<file path="config.mk">
export PLATFORM = sky130hd
export DESIGN_NAME = dp_pipe_elastic
export DESIGN_NICKNAME = d
export VERILOG_FILES = /design/src/rtl/dp_pipe_elastic.sv
export SDC_FILE = /design/constraint.sdc
export NUM_CORES = 1
export LEC_CHECK = 0
export ABC_AREA = 0
export CAP_MARGIN = 15
export CORE_ASPECT_RATIO = 0.8
export CORE_MARGIN = 2
export CORE_UTILIZATION = 30
export DETAILED_ROUTE_END_ITERATION = 12
export PLACE_DENSITY = 0.55
export SYNTH_ARGS = -nofsm -noshare
export SYNTH_HDL_FRONTEND = slang
export SYNTH_SLANG_ARGS = --single-unit
</file>
<file path="constraint.sdc">
create_clock -name clk -period 4.9 [get_ports clk]
set_clock_uncertainty 0.15 [all_clocks]
set_input_delay 1.225 -clock clk [delete_from_list [all_inputs] [get_ports clk]]
set_output_delay 1.225 -clock clk [all_outputs]
set_load 0.005 [all_outputs]
</file>
<file path="src/rtl/dp_pipe_elastic.sv">
// Elastic pipeline register chain: STAGES stages, each with a main and a skid
// register, registered ready, per-stage flush that squashes held words.
module dp_pipe_elastic #(
  parameter int          WIDTH      = 32,
  parameter int          STAGES     = 3,
  parameter logic [31:0] INIT_VALUE = 32'h0
) (
  input  logic                               clk,
  input  logic                               rst,
  input  logic                               in_valid,
  output logic                               in_ready,
  input  logic [WIDTH-1:0]                   in_data,
  output logic                               out_valid,
  input  logic                               out_ready,
  output logic [WIDTH-1:0]                   out_data,
  input  logic [STAGES-1:0]                  flush,
  output logic [$clog2(2*STAGES+1)-1:0]      count
);

  localparam int               CW     = $clog2(2*STAGES+1);
  localparam logic [WIDTH-1:0] INIT_W = WIDTH'(INIT_VALUE);

  // Handshake: a word moves across a boundary on a clock edge where the sender
  // has valid=1 and the receiver has ready=1; ready of a stage is ~skid_v, so it
  // never depends combinationally on anything downstream.

  logic [STAGES-1:0]            main_v_q, main_v_d;
  logic [STAGES-1:0]            skid_v_q, skid_v_d;
  logic [STAGES-1:0][WIDTH-1:0] main_d_q, main_d_d;
  logic [STAGES-1:0][WIDTH-1:0] skid_d_q, skid_d_d;

  logic [STAGES-1:0]            up_valid;
  logic [STAGES-1:0][WIDTH-1:0] up_data;
  logic [STAGES-1:0]            dn_ready;
  logic [STAGES-1:0]            accept;
  logic [STAGES-1:0]            drain;
  logic [CW-1:0]                count_sum;

  always_comb begin
    up_valid    = '0;
    up_data     = '0;
    dn_ready    = '0;
    up_valid[0] = in_valid;
    up_data[0]  = in_data;
    for (int i = 1; i < STAGES; i++) begin
      up_valid[i] = main_v_q[i-1];
      up_data[i]  = main_d_q[i-1];
    end
    for (int i = 0; i < STAGES - 1; i++) begin
      dn_ready[i] = ~skid_v_q[i+1];
    end
    dn_ready[STAGES-1] = out_ready;
    accept = up_valid & ~skid_v_q;
    drain  = main_v_q & dn_ready;
  end

  always_comb begin
    main_v_d = main_v_q;
    skid_v_d = skid_v_q;
    main_d_d = main_d_q;
    skid_d_d = skid_d_q;
    for (int i = 0; i < STAGES; i++) begin
      if (!main_v_q[i] || drain[i]) begin
        // Skid is older than anything upstream, so it refills main first.
        if (skid_v_q[i]) begin
          main_v_d[i] = 1'b1;
          main_d_d[i] = skid_d_q[i];
          skid_v_d[i] = 1'b0;
        end else begin
          main_v_d[i] = accept[i];
          if (accept[i]) begin
            main_d_d[i] = up_data[i];
          end
        end
      end else if (accept[i]) begin
        skid_v_d[i] = 1'b1;
        skid_d_d[i] = up_data[i];
      end
      // Flush drops the stage contents but the upstream handshake still completes.
      if (flush[i]) begin
        main_v_d[i] = 1'b0;
        skid_v_d[i] = 1'b0;
      end
    end
  end

  always_ff @(posedge clk) begin
    if (!rst) begin
      main_v_q <= '0;
      skid_v_q <= '0;
      main_d_q <= {STAGES{INIT_W}};
      skid_d_q <= {STAGES{INIT_W}};
    end else begin
      main_v_q <= main_v_d;
      skid_v_q <= skid_v_d;
      main_d_q <= main_d_d;
      skid_d_q <= skid_d_d;
    end
  end

  always_comb begin
    count_sum = '0;
    for (int i = 0; i < STAGES; i++) begin
      count_sum = count_sum + CW'(main_v_q[i]) + CW'(skid_v_q[i]);
    end
  end

  assign in_ready  = ~skid_v_q[0];
  assign out_valid = main_v_q[STAGES-1];
  assign out_data  = main_d_q[STAGES-1];
  assign count     = count_sum;

endmodule

</file>
==> results.md, run 1 <==
* Status: complete, no violations
* Fillers at just under 3000
* Share of the synthesized area in the top cell type at roughly 46%
* DRT iter0 DRCs at ~320
* Chip width at approximately 190 um
* Max incr delay on CP at between 0.5 and 0.6 ns
* WHS Endpoint: skid_d_q[70]
* Die height at 155.8 um
* Multi-input gate area at 0.004051 mm^2
* Worst-path clk slew at about 0.070 ns
* Worst slew pin tran at slightly above 0.8 ns
* Setup slack, reg-to-reg at 2.69 ns
* GPL Wtd Cong at between 0.6 and 0.7
* Worst Path Required at about 3.5 ns
* Hold depth at 2
* Setup TNS at 0 ns
* Avg WL per Cell at between 10 and 15 um
* Share of layout cells above drive strength 1 at ~5.7%
* Max Cap Viol at 0
* Seq cells post-synth at just under 200
* Post-synth top area cell: dfxtp_1
* Worst skew pair latency at about 0.43 ns
* Storage element area at around 0.004 mm^2
* Row cnt at 55
* Total wire length at 18280 um
* CP most frequent cell: fa_1
* F_max at 0.2144 GHz
* CP max stage cell: dfxtp_1
* Clock root buffer: clkbuf_16
* Syn Inst Count at around 920
* Worst setup path category: reg -> out
* 1st-pass router iterations at 5
* Cts bufs inserted at 17
* Period minus WS final at 4.665 ns
* DR vias/cell at about 4.7
* Synth top area cells: dfxtp_1 46%, nand2_1 11%, mux2i_1 11%
* Fin. Hold Viols at 0
* Fin nets at between 900 and 1000
* I/O pin cnt at 76
* Worst R2R End: out_data[7]
* Buffers & Inverters on Critical Path at 3
* Cell Area, Synth at just under 0.009 mm^2
* Critical path cell sequence: inv_1 -> fa_1 -> fa_1 -> inv_1 -> ha_1 -> fa_1 -> clkdlybuf4s50_1
* N_diodes at 0
* Global route total overflow at 0
* Core area at between 0.02 and 0.03 mm^2
* YS warnings at 0
* CTS Sinks at between 150 and 200
* CP max FO at 9
* Routed Antenna Nets at 0
* Post-Syn Area per Cell at 9.353 um^2
* Drc violations at 0
* Antenna violations before repair at 0
* CTS tree: built
* Yosys cell types at 26
* Layout overhead on the synthesized area at 16.01%
* Routed length on met2 at around 8900 um
* Min-delay src: skid_d_q[70]
* FF-to-FF path depth at 5
* Max-slew violations at 0
* Worst setup SP type: flop
* Hold-fix buffers, CTS at 0
* Max-Slew Margin vs Limit at 46.09%
* Initial Util at between 30% and 40%
* Lkg Pwr at 4.170 nW
* Reg2reg start: skid_v_q[2]
* Sequential area share after synthesis at between 40% and 50%
* Port Buffer Count at between 70 and 80
* # resized after CTS at 0
* Top layer in use: met4
* Detail Placement HPWL at roughly 12000 um
* Hold_ws at between 0.3 and 0.4 ns
* Arrival @ worst endpoint at 3.29 ns
* Vias in the first global route at approximately 6000
* Largest net degree at the start of global routing at 85
* Met3 wire len at between 400 and 500 um
* Hold WC Path Type: reg -> reg
* Die area at around 0.030 mm^2
* Critical path endpoint category: output pin
* Bufs on Longest Clock Path at 2
* Post-CTS setup buffers at 0
* Mapped Nets at between 900 and 1000
* Final setup violation count at 0
* Max IR drop VDD at between 200 and 300 uV
* Wl on met1 at a little under 9000 um
* Pwr dens at about 340 mW/mm^2
* Number of H-tree levels at 4
* Delay-heaviest family, CP: adder cells
* RSZ-0062 raised after global routing: false
* Vias post-DR at just over 6000
* Crit share post-route at approximately 95%
* GRT Total Usage at 12.14%
* First-pass GRT wire length at 29610 um
==> kinds of logic after synthesis <==
group	synth area share, %
AO/OA/AOI/OAI	19.98
adder cells (fa/ha/maj)	0.8397
buffers and inverters	7.688
flip-flops	45.87
multiplexers	11.12
AND/OR/NAND/NOR	14.51
==> area by class of cell <==
cell class,instances,share of cell area (%)
multi-input cells,605,40.41
flip-flops and latches,198,39.57
repair buffers,91,8.661
clock buffers,25,5.042
well taps,370,4.617
clock inverters,7,1.398
inverters,8,0.2995
==> layout by cell type (no fill, tap or decap) <==
cell type | Yosys | final
inv_1 | 8 | 8
nor4bb_4 | 0 | 1
nand2_1 | 258 | 258
ha_1 | 1 | 1
dfxtp_2 | 0 | 3
mux2i_1 | 96 | 96
nor2_1 | 3 | 3
buf_4 | 34 | 17
clkbuf_1 | 40 | 3
bufinv_16 | 0 | 4
and2_4 | 1 | 1
a2bb2oi_4 | 0 | 2
clkdlybuf4s50_1 | 0 | 74
clkbuf_8 | 0 | 5
or2_1 | 1 | 1
and4b_1 | 2 | 2
clkinvlp_4 | 0 | 2
clkinv_2 | 0 | 1
clkbuf_16 | 0 | 17
fa_1 | 3 | 3
a21oi_1 | 3 | 3
o211a_1 | 96 | 96
dfxtp_1 | 198 | 195
nand3_1 | 32 | 32
nand4bb_1 | 1 | 1
a21boi_0 | 82 | 82
a21boi_1 | 14 | 14
nor3_1 | 3 | 3
nand4b_1 | 2 | 2
nand2b_1 | 4 | 4
==> stage by stage <==
stage	util [%]	worst slack [ns]	power, mW	cell area [um^2]	instances
detailed placement	33.17	0.6448	1.903	9380	1272
floorplan	-	1.048	1.826	8642	924
global route	35.45	0.08922	3.514	10030	1304
global placement	33.17	0.7134	1.901	9380	1272
CTS	35.45	0.1925	3.438	10030	1304
finish	35.45	0.2352	3.379	10030	1304
==> sequential cells by signal (all words and copies together), names as in the netlist <==
name and cells:
skid_d_q 96, out_data 32, skid_v_q 3, main_d_q 64, main_v_q 3
==> power by group <==
group,switching [mW],total (mW),internal [mW]
logic,0.0837,0.182,0.0985
clock network,0.595,1.52,0.924
registers,0.0308,1.68,1.65
==> cell usage after synthesis (all sizes together) <==
library cell,instances
nor4bb,1
a21oi,3
o211a,96
a2bb2oi,2
nor3,3
nand2b,4
buf,73
nand3,32
inv,8
and2,1
nand4bb,1
mux2i,96
and4b,2
or2,1
ha,1
a21boi,96
nor2,3
dfxtp,198
nand4b,2
fa,3
nand2,258
clkbuf,40
==> worst register-to-register path: stages, from the launching register on <==
cell	delay, ns
dfxtp_2	0.32
buf_4	0.53
or2_1	0.21
buf_4	0.31
and2_4	0.45
o211a_1	0.19
==> how the worst max path moves through the flow <==
stage | slack (ns) | cells past startpoint | from | endpoint
floorplan | 1.05 | 8 | skid_v_q[0] | count[1]
global placement | 0.71 | 7 | main_v_q[0] | count[1]
detailed placement | 0.64 | 7 | main_v_q[0] | count[1]
CTS | 0.19 | 7 | main_v_q[0] | count[1]
global route | 0.09 | 7 | main_v_q[0] | count[1]
finish | 0.24 | 7 | main_v_q[0] | count[1]
==> metal layers <==
layer	vias to the layer above	global-route usage (%)
met5	-	0
met4	0	3.708
met3	14	2.681
met2	64	21.24
met1	2968	14.93
li1	3122	-
No activity file was read; power rests on OpenSTA's default activity.
==> run 2, diff against run 1 <==
--- a/config.mk
+++ b/config.mk
@@ -6,6 +6,7 @@
 export NUM_CORES = 1
 export LEC_CHECK = 0
 export ABC_AREA = 0
+export ABC_CLOCK_PERIOD_IN_PS = 4900
 export CAP_MARGIN = 15
 export CORE_ASPECT_RATIO = 0.8
 export CORE_MARGIN = 2
==> results of run 2 <==
No change in the layout: final DEF, timing and power equal those of run 1.
